--- config.mk ---
export PLATFORM = sky130hd
export DESIGN_NAME = match_sequencer
export DESIGN_NICKNAME = d
export VERILOG_FILES = /design/src/rtl/match_sequencer.sv
export SDC_FILE = /design/constraint.sdc
export NUM_CORES = 1
export LEC_CHECK = 0
export BUFFER_PORTS_ARGS = -buffer_cell sky130_fd_sc_hd__buf_2
export CAP_MARGIN = 15
export CORE_ASPECT_RATIO = 0.9
export CORE_MARGIN = 3
export CORE_UTILIZATION = 58
export DETAILED_ROUTE_END_ITERATION = 10
export PLACE_DENSITY = 0.85
export SYNTH_ARGS = -nofsm -noshare
export SYNTH_HDL_FRONTEND = slang
export SYNTH_SLANG_ARGS = --single-unit
--- constraint.sdc ---
create_clock -name clk_in -period 4 [get_ports clk_in]
set_clock_uncertainty 0.05 [all_clocks]
set_input_delay 1 -clock clk_in [delete_from_list [all_inputs] [get_ports clk_in]]
set_output_delay 1 -clock clk_in [all_outputs]
set_load 0.02 [all_outputs]
--- src/rtl/match_sequencer.sv ---
// Game-flow controller for the fencing display: menu, countdown, play, pause,
// point hold and game over, driven by IR commands, frame ticks and hit pulses.
module match_sequencer #(
    parameter logic [31:0] IR_START       = 32'h20DF_5BA4,
    parameter logic [31:0] IR_START_ALT   = 32'h20DF_5AA5,
    parameter logic [31:0] IR_PAUSE       = 32'h20DF_10EF,
    parameter logic [31:0] IR_RESET       = 32'h20DF_8D72,
    parameter int unsigned FRAMES_PER_SEC = 60,
    parameter int unsigned COUNT_SECS     = 3,
    parameter int unsigned POINT_FRAMES   = 120,
    parameter int unsigned WIN_SCORE      = 5
) (
    input  logic        clk_in,
    input  logic        rst_in,
    input  logic [31:0] ir_in,
    input  logic        ir_valid_in,
    input  logic        nf_in,
    input  logic        player_hit_in,
    input  logic        opponent_hit_in,
    output logic [2:0]  state_out,
    output logic        display_start_out,
    output logic        play_active_out,
    output logic [3:0]  countdown_out,
    output logic [3:0]  player_score_out,
    output logic [3:0]  opponent_score_out,
    output logic [1:0]  point_winner_out,
    output logic        game_over_out,
    output logic        match_winner_out
);

    localparam logic [2:0] ST_MENU      = 3'd0;
    localparam logic [2:0] ST_COUNTDOWN = 3'd1;
    localparam logic [2:0] ST_PLAY      = 3'd2;
    localparam logic [2:0] ST_PAUSE     = 3'd3;
    localparam logic [2:0] ST_POINT     = 3'd4;
    localparam logic [2:0] ST_GAME_OVER = 3'd5;

    localparam logic [7:0] FRAME_RELOAD = 8'(FRAMES_PER_SEC - 1);
    localparam logic [7:0] POINT_RELOAD = 8'(POINT_FRAMES - 1);
    localparam logic [3:0] SECS_RELOAD  = 4'(COUNT_SECS);
    localparam logic [3:0] WIN          = 4'(WIN_SCORE);

    logic [2:0] state_q, state_d;
    logic [7:0] frames_q, frames_d;
    logic [3:0] secs_q, secs_d;
    logic [3:0] p_score_q, p_score_d;
    logic [3:0] o_score_q, o_score_d;
    logic [1:0] winner_q, winner_d;
    logic       match_winner_q, match_winner_d;
    logic       display_start_q, display_start_d;
    logic       play_active_q, play_active_d;
    logic       game_over_q, game_over_d;
    logic [3:0] countdown_q, countdown_d;

    logic cmd_start, cmd_pause, cmd_reset;

    assign cmd_start = ir_valid_in && ((ir_in == IR_START) || (ir_in == IR_START_ALT));
    assign cmd_pause = ir_valid_in && (ir_in == IR_PAUSE);
    assign cmd_reset = ir_valid_in && (ir_in == IR_RESET);

    always_comb begin
        state_d         = state_q;
        frames_d        = frames_q;
        secs_d          = secs_q;
        p_score_d       = p_score_q;
        o_score_d       = o_score_q;
        winner_d        = winner_q;
        match_winner_d  = match_winner_q;
        display_start_d = display_start_q;

        if (cmd_reset) begin
            state_d         = ST_MENU;
            p_score_d       = '0;
            o_score_d       = '0;
            winner_d        = 2'b00;
            frames_d        = '0;
            secs_d          = '0;
            display_start_d = 1'b1;
        end else begin
            case (state_q)
                ST_MENU: begin
                    if (cmd_start) begin
                        state_d         = ST_COUNTDOWN;
                        p_score_d       = '0;
                        o_score_d       = '0;
                        secs_d          = SECS_RELOAD;
                        frames_d        = FRAME_RELOAD;
                        display_start_d = 1'b0;
                    end
                end
                ST_COUNTDOWN: begin
                    if (nf_in) begin
                        if (frames_q != '0) begin
                            frames_d = frames_q - 8'd1;
                        end else if (secs_q == 4'd1) begin
                            state_d = ST_PLAY;
                        end else begin
                            secs_d   = secs_q - 4'd1;
                            frames_d = FRAME_RELOAD;
                        end
                    end
                end
                ST_PLAY: begin
                    // Pause outranks hits, so a same-cycle hit is simply dropped.
                    if (cmd_pause) begin
                        state_d = ST_PAUSE;
                    end else if (player_hit_in || opponent_hit_in) begin
                        state_d  = ST_POINT;
                        frames_d = POINT_RELOAD;
                        if (player_hit_in && opponent_hit_in) begin
                            winner_d = 2'b11;
                        end else if (player_hit_in) begin
                            winner_d = 2'b01;
                            if (p_score_q < WIN) p_score_d = p_score_q + 4'd1;
                        end else begin
                            winner_d = 2'b10;
                            if (o_score_q < WIN) o_score_d = o_score_q + 4'd1;
                        end
                    end
                end
                ST_PAUSE: begin
                    if (cmd_pause || cmd_start) begin
                        state_d  = ST_COUNTDOWN;
                        secs_d   = SECS_RELOAD;
                        frames_d = FRAME_RELOAD;
                    end
                end
                ST_POINT: begin
                    if (nf_in) begin
                        if (frames_q != '0) begin
                            frames_d = frames_q - 8'd1;
                        end else if ((p_score_q == WIN) || (o_score_q == WIN)) begin
                            state_d        = ST_GAME_OVER;
                            match_winner_d = (o_score_q == WIN);
                        end else begin
                            state_d  = ST_COUNTDOWN;
                            secs_d   = SECS_RELOAD;
                            frames_d = FRAME_RELOAD;
                            winner_d = 2'b00;
                        end
                    end
                end
                ST_GAME_OVER: begin
                    if (cmd_start) begin
                        state_d         = ST_MENU;
                        p_score_d       = '0;
                        o_score_d       = '0;
                        display_start_d = 1'b1;
                    end
                end
                default: state_d = ST_MENU;
            endcase
        end

        // State-decoded outputs come from the next state so they flop alongside it.
        play_active_d = (state_d == ST_PLAY);
        game_over_d   = (state_d == ST_GAME_OVER);
        countdown_d   = (state_d == ST_COUNTDOWN) ? secs_d : 4'd0;
    end

    always_ff @(posedge clk_in or negedge rst_in) begin
        if (!rst_in) begin
            state_q         <= ST_MENU;
            frames_q        <= '0;
            secs_q          <= '0;
            p_score_q       <= '0;
            o_score_q       <= '0;
            winner_q        <= 2'b00;
            match_winner_q  <= 1'b0;
            display_start_q <= 1'b1;
            play_active_q   <= 1'b0;
            game_over_q     <= 1'b0;
            countdown_q     <= '0;
        end else begin
            state_q         <= state_d;
            frames_q        <= frames_d;
            secs_q          <= secs_d;
            p_score_q       <= p_score_d;
            o_score_q       <= o_score_d;
            winner_q        <= winner_d;
            match_winner_q  <= match_winner_d;
            display_start_q <= display_start_d;
            play_active_q   <= play_active_d;
            game_over_q     <= game_over_d;
            countdown_q     <= countdown_d;
        end
    end

    assign state_out          = state_q;
    assign display_start_out  = display_start_q;
    assign play_active_out    = play_active_q;
    assign countdown_out      = countdown_q;
    assign player_score_out   = p_score_q;
    assign opponent_score_out = o_score_q;
    assign point_winner_out   = winner_q;
    assign game_over_out      = game_over_q;
    assign match_winner_out   = match_winner_q;

endmodule
==> flow_metrics.py <==
metrics = {
    "sta": {
        "finalHoldViolations": 0,
        "relSlewSlack": 0.510,
        "period_share": 0.802,
        "rsz0062_at_grt": "no",
        "setup_viol": 0,
        "slew_viol_final": 0,
        "min_period_ns": 3.21,
        "fin_setup_tns_ns": 0,
        "fmaxAchievable_ghz": 0.312,
        "timing.hold.ws_ns": 0.463,
        "tightest_slew_ns": 0.735,
    },
    "setup_path": {
        "worst-path-buf-inv": 1,
        "cp_max_fo": 15,
        "critical_path_class": "input pin to flip-flop",
        "cp_cell_sequence": "buf_2 -> nor4_2 -> nand4_2 -> or4_1 -> a211o_1 -> o311ai_1 -> o31ai_1",
        "endpoint_kind": "flip-flop",
        "worstPathRequired_ns": 4.11,
        "cpMaxStageDelayCell": "or4_1",
        "start_kind": "input pin",
        "crit_family": "simple AND/OR/NAND/NOR gates",
        "cp.arrival_ns": 3.31,
        "max_stage_delay_ns": 0.85,
    },
    "power": {
        "max-vdd-ir-drop_uv": 216,
        "cellLeakagePower_nw": 1.36,
        "powerDensity_mw_per_mm2": 217,
    },
    "die": {
        "dieArea_mm2": 0.00510,
        "start_util": 0.633,
        "coreArea_mm2": 0.00392,
        "die_w_um": 74.9,
        "io_pins": 59,
        "fp.dieH_um": 68.0,
        "placementRows": 21,
    },
    "cts": {
        "cts_max_path_buffers": 2,
        "cts_htree_levels": 2,
        "cts_sinks": 33,
        "cts_hold_buf": 0,
        "ctsResizeCount": 0,
        "numCtsBuffers": 5,
        "cts_tree": "yes",
        "clock_latency_ns": 0.29,
        "post_cts_buffers": 0,
        "cts_root_buf": "clkbuf_8",
        "clk_pin_slew_ns": 0.07,
    },
    "layout": {
        "multi_input_area_mm2": 0.00155,
        "seqCellArea_um2": 827,
        "antenna_cells": 0,
        "layout_common_cells": "buf_2, dfrtp_1, nor2_1",
        "final_area_mm2": 0.00289,
        "fin_nets": 392,
        "drive_above_1_share": 0.243,
        "final_common_cell": "buf_2",
        "area_delta_synth_final_pct": 16.5,
        "fillers": 295,
        "final_util": 0.738,
    },
    "detailed_routing": {
        "vias": 2570,
        "first_pass_iters": 5,
        "drc": 0,
        "ant_nets": 0,
        "avgRoutedWirePerCell_um": 16.6,
        "vias_per_cell": 6.56,
        "dr.first_iter.drc_count": 340,
        "routed_wl_um": 6510,
    },
    "placed_design": {
        "place_congestion": 0.970,
        "hpwlAfterDp_um": 4950,
        "dpl_cell_area_mm2": 0.00280,
        "portBuffers": 58,
    },
    "grt": {
        "grt_pass1_vias": 2346,
        "grt_pass1_wl_um": 10800,
        "globalRouteOverflowTotal": 0,
        "antenna_found_initial": 0,
        "grt_max_degree": 34,
        "grt_usage": 0.274,
    },
    "yosys": {
        "synth_warnings": 0,
        "avgSynthCellArea_um2": 8.58,
        "netlist_instances": 289,
        "ys_ff_latch": 33,
        "yosysTopAreaCellShare": 0.323,
        "syn-num-nets": 336,
        "ys.flop_type": "dfrtp_1",
        "synth-edff-count": 0,
        "synth.distinct_cells": 62,
        "yosysTopAreaCell": "dfrtp_1",
        "ys_async_sr_fraction": 1.00,
        "synth_area_mm2": 0.00248,
        "synthTopCellsByArea": "dfrtp_1, nor2_1, ha_1, nand2_1, o31ai_1",
        "ys_seq_area_frac": 0.334,
    },
    "run": {
        "cap_viol_max_count": 0,
    },
    "status": {
        "status": "complete, no violations",
    },
    "worst_hold_path": {
        "hp-class": "flip-flop to flip-flop",
    },
}
==> final timing paths <==
path / startpoint / to / slack, ns / depth (start not counted)
worst max-delay path: ir_in[25] / frames_q[6] / 0.79 / 7
worst min-delay path: point_winner_out[0] / point_winner_out[0] / 0.46 / 1
worst max register to register: state_out[0] / frames_q[6] / 1.43 / 6
worst min register to register: point_winner_out[0] / point_winner_out[0] / 0.46 / 1
max in group asynchronous: rst_in / player_score_out[1] / 2.71 / 1
min in group asynchronous: rst_in / state_out[0] / 0.72 / 1
==> kinds of logic after synthesis <==
family                     share of synthesized area
AOI/OAI and AO/OA                              0.218
and+or+nand+nor                                0.318
muxes                                         0.0303
DFF                                            0.334
xor gates and xnor gates                      0.0141
buffers and inverters                         0.0404
adders and majority gates                     0.0454
==> layout make-up <==
type | instances | area share
Clock buffer | 5 | 0.0238
Clock inverter | 3 | 0.00606
Inverter | 14 | 0.0182
Multi-Input combinational cell | 230 | 0.537
Sequential cell | 33 | 0.286
Tap cell | 46 | 0.0199
Timing Repair Buffer | 61 | 0.108
==> sequential cells by signal, summed over array words and instances (netlist names) <==
signal / count
game_over_out: 1
secs_q: 4
frames_q: 8
display_start_out: 1
match_winner_out: 1
point_winner_out: 2
play_active_out: 1
player_score_out: 4
countdown_out: 4
state_out: 3
opponent_score_out: 4
==> where the power goes <==
part	internal, W	switching [W]
Sequential	0.000334	0.0000000000708
Clock	0.000120	0.000127
Combinational	0.0000212	0.0000246
==> cell usage after synthesis (4+ instances only) <==
| library cell | number |
|---|---|
| dfrtp_1 | 32 |
| nor2_1 | 31 |
| nand2_1 | 23 |
| inv_1 | 14 |
| a21oi_1 | 12 |
| o31ai_1 | 11 |
| clkbuf_1 | 10 |
| ha_1 | 9 |
| nor3_1 | 9 |
| nand2b_1 | 8 |
| nand3_1 | 8 |
| o21ai_0 | 8 |
| a31oi_1 | 7 |
| nor3b_1 | 6 |
| o211ai_1 | 6 |
| and3_1 | 5 |
| a211oi_1 | 4 |
| and2_1 | 4 |
| and4_1 | 4 |
| nand3b_1 | 4 |
| nand4_1 | 4 |
| nor4_1 | 4 |
| nor4bb_1 | 4 |
| or3b_2 | 4 |
| xor2_1 | 4 |
==> per-layer routing <==
layer / track usage / vias up / routed length, µm
li1: - / 1210 / -
met1: 0.376 / 1188 / 2820
met2: 0.430 / 155 / 2930
met3: 0.0661 / 17 / 655
met4: 0.0778 / 0 / 103
met5: 0 / - / 0
==> per-stage QoR <==
stage	setup slack [ns]	power [W]	instances
2_1_floorplan	0.971	0.000355	289
3_3_place_gp	0.571	0.000384	384
3_5_place_dp	0.524	0.000386	384
4_1_cts	0.819	0.000631	392
5_1_grt	0.635	0.000654	392
6_report	0.794	0.000627	392
Note: power is estimated with default switching activity, not from simulation.
